**src/rtl/seg_scan_decoder.sv**
```systemverilog
// -----------------------------------------------------------------------------
// seg_scan_decoder
//
// Receive-side monitor for a time-multiplexed 8-digit seven-segment display.
// Watches the active-low anode/segment bus and recovers the 32-bit hex value
// on show, one nibble per digit. A digit is latched only after its
// {anodes, segments} sample has been stable for STABLE_CYCLES consecutive
// edges, which filters scan transitions and glitches. At most one latch
// happens per stable dwell.
//
// Optional feature macro: SEG_SCAN_SYNC_EN
//   When defined, a two-flop synchronizer (reset to blank, all ones) sits in
//   front of the input register. All latencies grow by two cycles.
//
// Parameters:
//   STABLE_CYCLES  consecutive identical samples before a latch (1..255)
//   DIGIT_MASK     digits that must be captured to complete a frame
//
// Ports:
//   clock        system clock, rising edge
//   reset        asynchronous active-high reset
//   anodes       digit enables, active-low, bit i = digit i
//   segments     segment lines, active-low, bit0=a ... bit6=g
//   clear_err    synchronous clear of the sticky error flags
//   hex_out      recovered value, nibble i = digit i
//   digit_valid  bit i = nibble i holds a successfully decoded pattern
//   frame_done   one-cycle pulse when all DIGIT_MASK digits were captured
//   anode_err    sticky: two or more anodes low during a stable dwell
//   seg_err      sticky: an undecodable segment pattern was latched
// -----------------------------------------------------------------------------
module seg_scan_decoder #(
    parameter int unsigned STABLE_CYCLES = 4,
    parameter logic [7:0]  DIGIT_MASK    = 8'hFF
) (
    input  logic        clock,
    input  logic        reset,
    input  logic [7:0]  anodes,
    input  logic [6:0]  segments,
    input  logic        clear_err,
    output logic [31:0] hex_out,
    output logic [7:0]  digit_valid,
    output logic        frame_done,
    output logic        anode_err,
    output logic        seg_err
);

    localparam logic [7:0] STABLE_C = 8'(STABLE_CYCLES);

    typedef enum logic {
        TRACK = 1'b0,
        HELD  = 1'b1
    } state_t;

    // Decode an active-low gfedcba pattern. Returns {legal, nibble}.
    function automatic logic [4:0] seg_decode(input logic [6:0] s);
        logic [4:0] r;
        case (s)
            7'h40:   r = {1'b1, 4'h0};
            7'h79:   r = {1'b1, 4'h1};
            7'h24:   r = {1'b1, 4'h2};
            7'h30:   r = {1'b1, 4'h3};
            7'h19:   r = {1'b1, 4'h4};
            7'h12:   r = {1'b1, 4'h5};
            7'h02:   r = {1'b1, 4'h6};
            7'h78:   r = {1'b1, 4'h7};
            7'h00:   r = {1'b1, 4'h8};
            7'h10:   r = {1'b1, 4'h9};
            7'h08:   r = {1'b1, 4'hA};
            7'h03:   r = {1'b1, 4'hB};
            7'h46:   r = {1'b1, 4'hC};
            7'h21:   r = {1'b1, 4'hD};
            7'h06:   r = {1'b1, 4'hE};
            7'h0E:   r = {1'b1, 4'hF};
            default: r = 5'h00;
        endcase
        return r;
    endfunction

    // ---------------------------------------------------------------- input
    logic [14:0] bus_in;

`ifdef SEG_SCAN_SYNC_EN
    logic [14:0] sync1_q;
    logic [14:0] sync2_q;

    always_ff @(posedge clock or posedge reset) begin
        if (reset) begin
            sync1_q <= '1;
            sync2_q <= '1;
        end else begin
            sync1_q <= {anodes, segments};
            sync2_q <= sync1_q;
        end
    end

    assign bus_in = sync2_q;
`else
    assign bus_in = {anodes, segments};
`endif

    // -------------------------------------------------------------- state
    logic [14:0] sample_q;
    logic [14:0] prev_q;
    logic        vld_q;       // sample_q holds a real sample since reset
    logic [7:0]  cnt_q,   cnt_d;
    state_t      state_q, state_d;
    logic [31:0] hex_q,   hex_d;
    logic [7:0]  dv_q,    dv_d;
    logic [7:0]  seen_q,  seen_d;
    logic        frame_q, frame_d;
    logic        aerr_q,  aerr_d;
    logic        serr_q,  serr_d;

    // ---------------------------------------------------------- next state
    logic       changed;
    logic       latch;
    state_t     state_eff;
    logic [7:0] an_low;
    logic       one_low;
    logic       multi_low;
    logic [4:0] dec;
    logic       complete;

    always_comb begin
        changed   = (sample_q != prev_q);
        an_low    = ~sample_q[14:7];
        one_low   = (an_low != 8'h00) && ((an_low & (an_low - 8'd1)) == 8'h00);
        multi_low = (an_low != 8'h00) && !one_low;
        dec       = seg_decode(sample_q[6:0]);

        // Counter restarts at 1 on any change and saturates at STABLE_CYCLES.
        // Before the first real sample lands, the comparison is meaningless.
        if (!vld_q) begin
            cnt_d = 8'd0;
        end else if (changed) begin
            cnt_d = 8'd1;
        end else if (cnt_q >= STABLE_C) begin
            cnt_d = STABLE_C;
        end else begin
            cnt_d = cnt_q + 8'd1;
        end

        // A change drops back to TRACK on the same edge, so with
        // STABLE_CYCLES=1 the new pattern can latch immediately.
        state_eff = changed ? TRACK : state_q;
        latch     = vld_q && (state_eff == TRACK) && (cnt_d == STABLE_C);
        state_d   = latch ? HELD : state_eff;

        hex_d  = hex_q;
        dv_d   = dv_q;
        aerr_d = clear_err ? 1'b0 : aerr_q;
        serr_d = clear_err ? 1'b0 : serr_q;

        // Completion clears seen on the pulse edge; a latch on that same
        // edge still registers its digit for the next frame.
        complete = ((seen_q & DIGIT_MASK) == DIGIT_MASK);
        frame_d  = complete;
        seen_d   = complete ? 8'h00 : seen_q;

        if (latch) begin
            if (multi_low) begin
                aerr_d = 1'b1;
            end else if (one_low) begin
                for (int i = 0; i < 8; i++) begin
                    if (an_low[i]) begin
                        if (dec[4]) begin
                            hex_d[4*i +: 4] = dec[3:0];
                            dv_d[i]         = 1'b1;
                            seen_d[i]       = 1'b1;
                        end else begin
                            dv_d[i] = 1'b0;
                            serr_d  = 1'b1;
                        end
                    end
                end
            end
        end
    end

    // ------------------------------------------------------------ registers
    always_ff @(posedge clock or posedge reset) begin
        if (reset) begin
            sample_q <= '0;
            prev_q   <= '0;
            vld_q    <= 1'b0;
            cnt_q    <= '0;
            state_q  <= TRACK;
            hex_q    <= '0;
            dv_q     <= '0;
            seen_q   <= '0;
            frame_q  <= 1'b0;
            aerr_q   <= 1'b0;
            serr_q   <= 1'b0;
        end else begin
            sample_q <= bus_in;
            prev_q   <= sample_q;
            vld_q    <= 1'b1;
            cnt_q    <= cnt_d;
            state_q  <= state_d;
            hex_q    <= hex_d;
            dv_q     <= dv_d;
            seen_q   <= seen_d;
            frame_q  <= frame_d;
            aerr_q   <= aerr_d;
            serr_q   <= serr_d;
        end
    end

    assign hex_out     = hex_q;
    assign digit_valid = dv_q;
    assign frame_done  = frame_q;
    assign anode_err   = aerr_q;
    assign seg_err     = serr_q;

endmodule
```
**config.mk**
```make
export PLATFORM = sky130hd
export DESIGN_NAME = seg_scan_decoder
export DESIGN_NICKNAME = d
export VERILOG_FILES = /design/src/rtl/seg_scan_decoder.sv
export SDC_FILE = /design/constraint.sdc
export NUM_CORES = 1
export LEC_CHECK = 0
export BUFFER_PORTS_ARGS = -buffer_cell sky130_fd_sc_hd__buf_4
export CELL_PAD_IN_SITES_DETAIL_PLACEMENT = 2
export CELL_PAD_IN_SITES_GLOBAL_PLACEMENT = 2
export CORE_MARGIN = 8
export CORE_UTILIZATION = 40
export CTS_CLUSTER_SIZE = 25
export DETAILED_ROUTE_END_ITERATION = 8
export PLACE_DENSITY = 0.82
export SLEW_MARGIN = 25
export SYNTH_ARGS = -nofsm -noshare
export SYNTH_HDL_FRONTEND = slang
export SYNTH_SLANG_ARGS = --single-unit
```
**constraint.sdc**
```tcl
create_clock -name clock -period 5.9 [get_ports clock]
set_input_delay 0 -clock clock [delete_from_list [all_inputs] [get_ports clock]]
set_output_delay 0 -clock clock [all_outputs]
set_load 0.01 [all_outputs]
```
Word-level counts from Yosys, hierarchy flattened
Index checks and enable logic that the tools add are counted.
Word-level totals
  register bits after elaboration: 91
  word-level logic and storage cells: 127
Operators by class
  $add $sub $neg: 2
  $lt $le $gt $ge: 1
  equal/unequal tests: 18
  muxes and demuxes: 53
  bitwise logic cells: 4
  reduce and logical (&&, ||, !) cells: 24
Operators with widths (count)
  5-bit case mux with 16 select lines: 1
  8-bit two-way mux: 7
  1-bit two-way mux: 45
  5-bit AND reduction: 8
  4-bit AND reduction: 8
  7-bit == test (second input constant): 4
  7-bit by 5-bit == test with 1-bit output (second input constant): 3
  7-bit by 6-bit == test with 1-bit output (second input constant): 3
  15-bit inequality test: 1
  7-bit by 2-bit == test with 1-bit output (second input constant): 2
  7-bit by 4-bit == test with 1-bit output (second input constant): 2
  8-bit by 1-bit adder with 8-bit output (second input constant): 1
  8-bit AND: 1
  8-bit by 3-bit == test with 1-bit output (second input constant): 1
  8-bit == test (second input constant): 1
  8-bit by 3-bit >= comparator with 1-bit output (second input constant): 1
  8-bit zero test: 1
  8-bit inverter: 1
  8-bit nonzero test: 1
  8-bit by 1-bit subtractor with 8-bit output (second input constant): 1
  7-bit by 3-bit == test with 1-bit output (second input constant): 1
  7-bit zero test: 1
  1-bit logical AND: 4
  1-bit inverter: 2
  1-bit zero test: 1

Longest topological paths before layout
Gate-level depths: netlist of the first run.
  word-level depth: 24
  mapped depth: 12
  mapped depth without buffers: 8

Worst setup path after synthesis of the first run
OpenSTA, ideal clock, no wires.
  path type: register to register
  start point: register cnt_q[0]
  end point: register hex_q[30], in the netlist hex_out[30]
  arrival time: 2.572 ns
  required time: 5.779 ns
  path slack: 3.207 ns
  stages on the path, launching flop included: 11
  buffers on the path: 2
  clock period less this slack: 2.693 ns
  path through: dfrtp_1 > inv_1 > ha_1 > inv_1 > nand3_1 > a311oi_1 > or4b_1 > buf_6 > buf_6 > or4b_1 > a22o_1
Between the ends
  word-level cells in the longest chain between the ends: 7
  elaborated cells between the ends (all ways): 8
Ends and longest elaborated chain
  start: declaration: RTL line 105  | logic [7:0] cnt_q, cnt_d;
  start signal: assignment: RTL line 198  | cnt_q <= cnt_d;
  8-bit by 1-bit adder with 8-bit output / 8-bit by 3-bit >= comparator with 1-bit output (equally long branches): RTL line 140, 137
  8-bit two-way mux (*): RTL line 137  | end else if (cnt_q >= STABLE_C) begin
  8-bit two-way mux (*): RTL line 135  | end else if (changed) begin
  8-bit two-way mux (*): RTL line 133  | if (!vld_q) begin
  8-bit by 3-bit == test with 1-bit output (*): RTL line 146  | latch = vld_q && (state_eff == TRACK) && (cnt_d == STABLE_C);
  1-bit logical AND (*): RTL line 146
  5-bit AND reduction (no line) (*)
  end signal: assignment: RTL line 188  | hex_q <= '0;
  end signal: assignment: RTL line 200  | hex_q <= hex_d;
  end: declaration: RTL line 107  | logic [31:0] hex_q, hex_d;
Mark *: on every way between the ends. The rest lies on a longest branch, timed or not.
A chain may end at the register's enable or synchronous reset.

Worst setup path in the final report of the first run
  start point: register cnt_q[0]
  end point: register hex_q[1], in the netlist hex_out[1]
Same word-level chain as after synthesis.

==> results of run 1 <==
==> state kept, by name (all words and copies together), names as in the netlist <==
register / count
hex_out: 32
state_q: 1
vld_q: 1
seen_q: 8
sample_q: 15
seg_err: 1
prev_q: 15
cnt_q: 8
frame_done: 1
digit_valid: 8
anode_err: 1
==> kinds of logic (layout without fill, tap and decap cells) <==
logic type,count (synthesis),in the layout
buf+inv,35,105
simple gates,84,84
compound gates,80,80
xor+xnor,17,17
fa+ha+maj,3,3
other cells,2,6
mux,18,18
flops,91,91
==> layout make-up <==
type / instances / area (sq um)
fillers: 984 / 4840
flip-flops and latches: 91 / 2280
multi-input cells: 208 / 1530
repair buffers: 80 / 647
well taps: 133 / 166
clock buffers: 12 / 145
inverters: 11 / 42.5
clock inverters: 2 / 37.5
==> routing by layer <==
layer	wire length (um)	share of wire, %	up-vias
met4	223	2.0	0
met3	388	3.5	14
met2	5640	51	52
met1	4880	44	1543
li1	-	-	1331
met5	0	0	-
==> Yosys cell counts, types with 4 or more instances <==
master | n | share of area, %
dfrtp_1 | 91 | 58
o21ai_0 | 26 | 3.3
o31ai_1 | 18 | 3.4
mux2_2 | 17 | 4.8
clkbuf_1 | 14 | 1.3
nor2_1 | 13 | 1.2
nor3_1 | 12 | 1.5
inv_1 | 11 | 1.0
xnor2_1 | 11 | 2.4
a21o_1 | 7 | 1.3
nand2_1 | 7 | 0.66
a21oi_1 | 6 | 0.76
buf_2 | 6 | 0.76
nand4_1 | 6 | 0.95
xor2_1 | 6 | 1.3
and3_1 | 4 | 0.63
nand3_1 | 4 | 0.51
==> where the power goes <==
part           switching, mW  internal [mW]  leakage [nW]
Clock                  0.215          0.203        0.0885
Combinational         0.0442         0.0332         0.981
Sequential            0.0241          0.636          1.19
==> what timing repair did <==
item | CTS | global route
setup endpoints to repair | 0 | 0
hold endpoints to repair | 107 | 0
hold buffers | 17 | 0
buffers inserted | 0 | 0
==> worst register-to-register path: cells and delay by family (launching register included) <==
kind / cells / cell delay, ns
simple gates: 3 / 1.10
compound gates: 1 / 0.43
buf+inv: 3 / 0.42
mux: 1 / 0.39
flops: 1 / 0.38
fa+ha+maj: 1 / 0.29
==> worst max path at each step <==
stage          depth (start not counted)                       to
4_1_cts                                9   hex_out[2]$_DFFE_PP0P_
3_5_place_dp                           7   hex_out[2]$_DFFE_PP0P_
2_1_floorplan                         10  hex_out[30]$_DFFE_PP0P_
3_3_place_gp                           9   hex_out[2]$_DFFE_PP0P_
5_1_grt                                9  hex_out[25]$_DFFE_PP0P_
6_report                               9   hex_out[1]$_DFFE_PP0P_
==> metrics by stage <==
| stage | util, % | cells |
|---|---|---|
| 5_1_grt | 50.0 | 537 |
| 3_5_place_dp | 46.4 | 506 |
| 4_1_cts | 50.0 | 537 |
| 3_3_place_gp | 46.4 | 506 |
| 2_1_floorplan | - | 334 |
| 6_report | 50.0 | 537 |
==> impl_metrics.py, run 1 <==
metrics = {
    "outcome": {
        "status": "finished clean",
    },
    "flow_run": {
        "cap_violations": 0,
    },
    "global_route": {
        "antenna_found_initial": 0,
        "track_usage_pct": 18.2,
        "grtUsageMet2_pct": 30.9,
        "gr-total-overflow": 0,
        "grt_busiest_layer": "met2",
        "grt_pass1_wl_mm": 18.5,
        "use_met1_pct": 22.3,
        "grt_pass1_vias": 3325,
        "grt_max_degree": 92,
        "grtUsageMet3_pct": 3.49,
    },
    "setup_path": {
        "r2r-end": "hex_out[1]$_DFFE_PP0P_",
        "reg2reg_depth": 9,
        "slowest_stage": "nor4_4",
        "crit_path_frequent_cell": "inv_1",
        "path_buf_inv": 3,
        "path_delay_family": "simple AND/OR/NAND/NOR gates",
        "slowest_delay_ns": 0.51,
        "cp_data_required_time_ns": 6.15,
        "startpoint": "cnt_q[0]$_DFF_PP0_",
        "cp.arrival_ns": 3.36,
        "cp_max_fo": 35,
        "crit_path_end_kind": "register",
        "crit_path_start_kind": "register",
        "reg2reg_slack_ns": 2.79,
        "path_class": "reg2reg",
        "rr_startpoint": "cnt_q[0]$_DFF_PP0_",
        "worstPathCellList": "inv_1, ha_1, inv_1, nand3_1, a311oi_1, or4b_1, buf_4, nor4_4, mux2_2",
    },
    "power_and_ir_drop": {
        "p_per_area_mw_per_mm2": 238,
        "vdd_drop_max_mv": 0.158,
        "power_mw": 1.16,
        "leakage_nw": 2.26,
    },
    "placed_design": {
        "place_hpwl_mm": 7.46,
        "placed_area_sq_mm": 0.00449,
        "place_ws_ns": 2.82,
        "io_buffers": 60,
        "routabilityCongestion": 0.767,
    },
    "yosys": {
        "syn_area_sq_mm": 0.00395,
        "ys_seq_area_share_pct": 57.6,
        "synth_edf_count": 0,
        "synth_cells": 330,
        "synth_top_family_by_area": "simple AND/OR/NAND/NOR gates",
        "synthMuxAreaShare_pct": 5.09,
        "ys_seq_elements": 91,
        "yosysWarnings": 0,
        "synthSimpleGateAreaFrac_pct": 14.6,
        "synth_compound_area_share_pct": 13.8,
        "synthArstFlopShare_pct": 100,
        "syn_avg_cell_area_sq_um": 12.0,
        "synth_fa_ha_area_share_pct": 0.886,
        "synth.distinct_cells": 59,
        "synth-xor-area-share_pct": 3.77,
        "synth_ff_type": "dfrtp_1",
    },
    "floorplan": {
        "start_util_pct": 40.8,
        "die_x_um": 115,
        "io_pins": 61,
        "row_count": 36,
        "die_height_um": 115,
        "core_area_sq_mm": 0.00968,
        "dieArea_sq_mm": 0.0133,
    },
    "timing": {
        "slew_viol_final": 0,
        "whs_ns": 0.271,
        "clock.fmax_mhz": 321,
        "fin_crit_sh_pct": 52.7,
        "worstMarginPinSlew_ns": 0.969,
        "period_minus_slack_ns": 3.11,
        "finalHoldViolCount": 0,
        "clock-skew-final_ns": 0.0124,
        "setup_ws_ns": 2.79,
        "setup_viol": 0,
        "setup_tns_ns": 0,
        "slew_headroom_pct": 35.1,
        "rsz0062_at_grt": "no",
    },
    "drt": {
        "drtIter0Drc": 83,
        "detail-route-antenna-nets": 0,
        "num_vias": 2940,
        "routed_via_density": 5.47,
        "wl_per_cell_um": 20.7,
        "firstDrtPassIters": 4,
        "drc": 0,
        "wl_mm": 11.1,
    },
    "cells_and_area": {
        "syn_to_final_growth_pct": 22.6,
        "mostFrequentLayoutCell": "dfrtp_1",
        "antenna_cells": 0,
        "layout_common_cells": "dfrtp_1 (91), buf_4 (62), o21ai_0 (26), o31ai_1 (18)",
        "final_nets": 421,
        "fin_area_sq_mm": 0.00485,
        "post_route_cells_drive_above_1_share_pct": 26.0,
    },
    "clocking": {
        "clock_latency_ns": 0.37,
        "clock_path_buffers": 2,
        "cts_tree": "built",
        "cts.sinks": 91,
        "clk_pin_slew_ns": 0.09,
        "cts_root_buf": "clkbuf_8",
        "post_cts_resized": 0,
        "htreeDepth": 3,
        "cts_inserted_buffers": 9,
    },
    "min_path": {
        "min_path_cells": 2,
        "hold_class": "in2reg",
        "hold_path_end": "sample_q[1]$_DFF_PP0_",
        "hold_start": "segments[1]",
    },
}
Note: power is estimated with default switching activity, not from simulation.
==> run 2: changes to the inputs <==
--- a/config.mk
+++ b/config.mk
@@ -9,10 +9,10 @@
 export CELL_PAD_IN_SITES_DETAIL_PLACEMENT = 2
 export CELL_PAD_IN_SITES_GLOBAL_PLACEMENT = 2
 export CORE_MARGIN = 8
-export CORE_UTILIZATION = 40
+export CORE_UTILIZATION = 37
 export CTS_CLUSTER_SIZE = 25
 export DETAILED_ROUTE_END_ITERATION = 8
-export PLACE_DENSITY = 0.82
+export PLACE_DENSITY = 0.77
 export SLEW_MARGIN = 25
 export SYNTH_ARGS = -nofsm -noshare
 export SYNTH_HDL_FRONTEND = slang
==> constraint.sdc (replaced) <==
create_clock -name clock -period 3.2 [get_ports clock]
set_input_delay 0 -clock clock [delete_from_list [all_inputs] [get_ports clock]]
set_output_delay 0 -clock clock [all_outputs]
set_load 0.01 [all_outputs]
==> impl_metrics.py, run 2 (same netlist as run 1, synthesis figures left out) <==
metrics = {
    "outcome": {
        "status": "finished clean",
    },
    "cells_and_area": {
        "layout_common_cells": "dfrtp_1 (91), buf_4 (78), o21ai_0 (26), o31ai_1 (18)",
        "post_route_cells_drive_above_1_share_pct": 29.4,
        "antenna_cells": 0,
        "instances_no_fill": 558,
        "n_fill_cell": 1078,
        "final_nets": 437,
        "post-route-util_pct": 48.3,
        "largest_reg_flops": 32,
        "syn_to_final_growth_pct": 26.7,
        "fin_area_sq_mm": 0.00501,
        "mostFrequentLayoutCell": "dfrtp_1",
    },
    "timing": {
        "slew_viol_final": 0,
        "whs_ns": 0.180,
        "clock-skew-final_ns": 0.0118,
        "setup_tns_ns": 0,
        "fin_crit_sh_pct": 96.2,
        "finalHoldViolCount": 0,
        "setup_ws_ns": 0.121,
        "slew_headroom_pct": 51.0,
        "period_minus_slack_ns": 3.08,
        "setup_viol": 0,
        "worstMarginPinSlew_ns": 0.732,
        "rsz0062_at_grt": "no",
        "clock.fmax_mhz": 325,
    },
    "drt": {
        "wl_mm": 11.9,
        "routed_via_density": 5.38,
        "num_vias": 3000,
        "drc": 0,
        "drtIter0Drc": 122,
        "wl_per_cell_um": 21.3,
        "firstDrtPassIters": 4,
        "detail-route-antenna-nets": 0,
    },
    "floorplan": {
        "core_area_sq_mm": 0.0104,
        "io_pins": 61,
        "start_util_pct": 38.1,
        "dieArea_sq_mm": 0.0142,
        "row_count": 37,
        "die_height_um": 119,
        "die_x_um": 119,
    },
    "placed_design": {
        "io_buffers": 60,
        "routabilityCongestion": 0.794,
        "place_ws_ns": 0.265,
        "dp_cells": 525,
        "placed_area_sq_mm": 0.00463,
        "place_hpwl_mm": 8.09,
    },
    "global_route": {
        "antenna_found_initial": 0,
        "grt_pass1_vias": 3383,
        "track_usage_pct": 17.4,
        "gr-total-overflow": 0,
        "grt_pass1_wl_mm": 19.5,
        "grt_max_degree": 39,
    },
    "clocking": {
        "cts_root_buf": "clkbuf_8",
        "cts_tree": "built",
        "clock_latency_ns": 0.37,
        "clk_pin_slew_ns": 0.09,
        "htreeDepth": 3,
        "cts.sinks": 91,
        "cts_setup_buffers": 0,
        "cts_inserted_buffers": 9,
        "clock_path_buffers": 2,
    },
    "setup_path": {
        "path_class": "reg2reg",
        "path_delay_family": "simple AND/OR/NAND/NOR gates",
        "cp_max_fo": 13,
        "path_buf_inv": 0,
        "slowest_stage": "nor4bb_1",
        "slowest_delay_ns": 0.67,
        "reg2reg_slack_ns": 0.12,
        "cp.arrival_ns": 3.34,
        "reg2reg_depth": 6,
        "rr_startpoint": "sample_q[5]$_DFF_PP0_",
        "worstPathCellList": "nor4bb_1, a22oi_1, nand4_1, nor2_1, nor4_4, mux2_2",
        "cp_data_required_time_ns": 3.46,
        "r2r-end": "hex_out[28]$_DFFE_PP0P_",
        "crit_path_start_kind": "register",
        "crit_path_end_kind": "register",
    },
    "power_and_ir_drop": {
        "p_per_area_mw_per_mm2": 446,
        "vdd_drop_max_mv": 0.221,
        "power_mw": 2.23,
        "leakage_nw": 2.35,
    },
    "min_path": {
        "hold_class": "in2async",
    },
    "flow_run": {
        "cap_violations": 0,
    },
}
-- run 2: power by group --
group	internal (mW)	switching (mW)	leakage (nW)
Sequential	1.17	0.0265	1.19
Clock	0.438	0.415	0.103
Combinational	0.0735	0.108	1.06
-- run 2: worst reg2reg max path: stages (launching register included) --
cell and delay (ns):
dfrtp_1 0.56, nor4bb_1 0.67, a22oi_1 0.21, nand4_1 0.33
nor2_1 0.25, nor4_4 0.54, mux2_2 0.39
-- run 2: how the worst max path moves through the flow --
stage / start / to / depth (start not counted) / slack [ns]
CTS: sample_q[4]$_DFF_PP0_ / hex_out[28]$_DFFE_PP0P_ / 6 / 0.13
floorplan: cnt_q[0]$_DFF_PP0_ / hex_out[30]$_DFFE_PP0P_ / 10 / 0.51
global route: sample_q[5]$_DFF_PP0_ / hex_out[28]$_DFFE_PP0P_ / 6 / 0.03
detailed placement: sample_q[5]$_DFF_PP0_ / hex_out[28]$_DFFE_PP0P_ / 6 / 0.27
global placement: sample_q[4]$_DFF_PP0_ / hex_out[28]$_DFFE_PP0P_ / 6 / 0.36
finish: sample_q[5]$_DFF_PP0_ / hex_out[28]$_DFFE_PP0P_ / 6 / 0.12
-- run 2: routing by layer --
metal,vias to the layer above,share of wire (%),track usage [%]
met3,17,3.1,2.83
met5,-,0,0
met1,1554,44,21.3
met2,59,50,29.5
li1,1370,-,-
met4,0,2.1,7.96
-- run 2: repair_timing --
item,in CTS,in global routing
hold buffers,17,0
gates resized for setup,0,1
endpoints found under the hold margin,41,0
endpoints found under the setup margin,0,2
-- run 2: final cells by class --
type                            count  area, sq um  area share, %
Sequential cell                    91         2280           45.4
Multi-Input combinational cell    208         1540           30.7
Timing Repair Buffer               96          776           15.5
Tap cell                          136          170           3.40
Clock buffer                       11          131           2.62
Clock inverter                      5         77.6           1.55
Inverter                           11         42.5          0.849
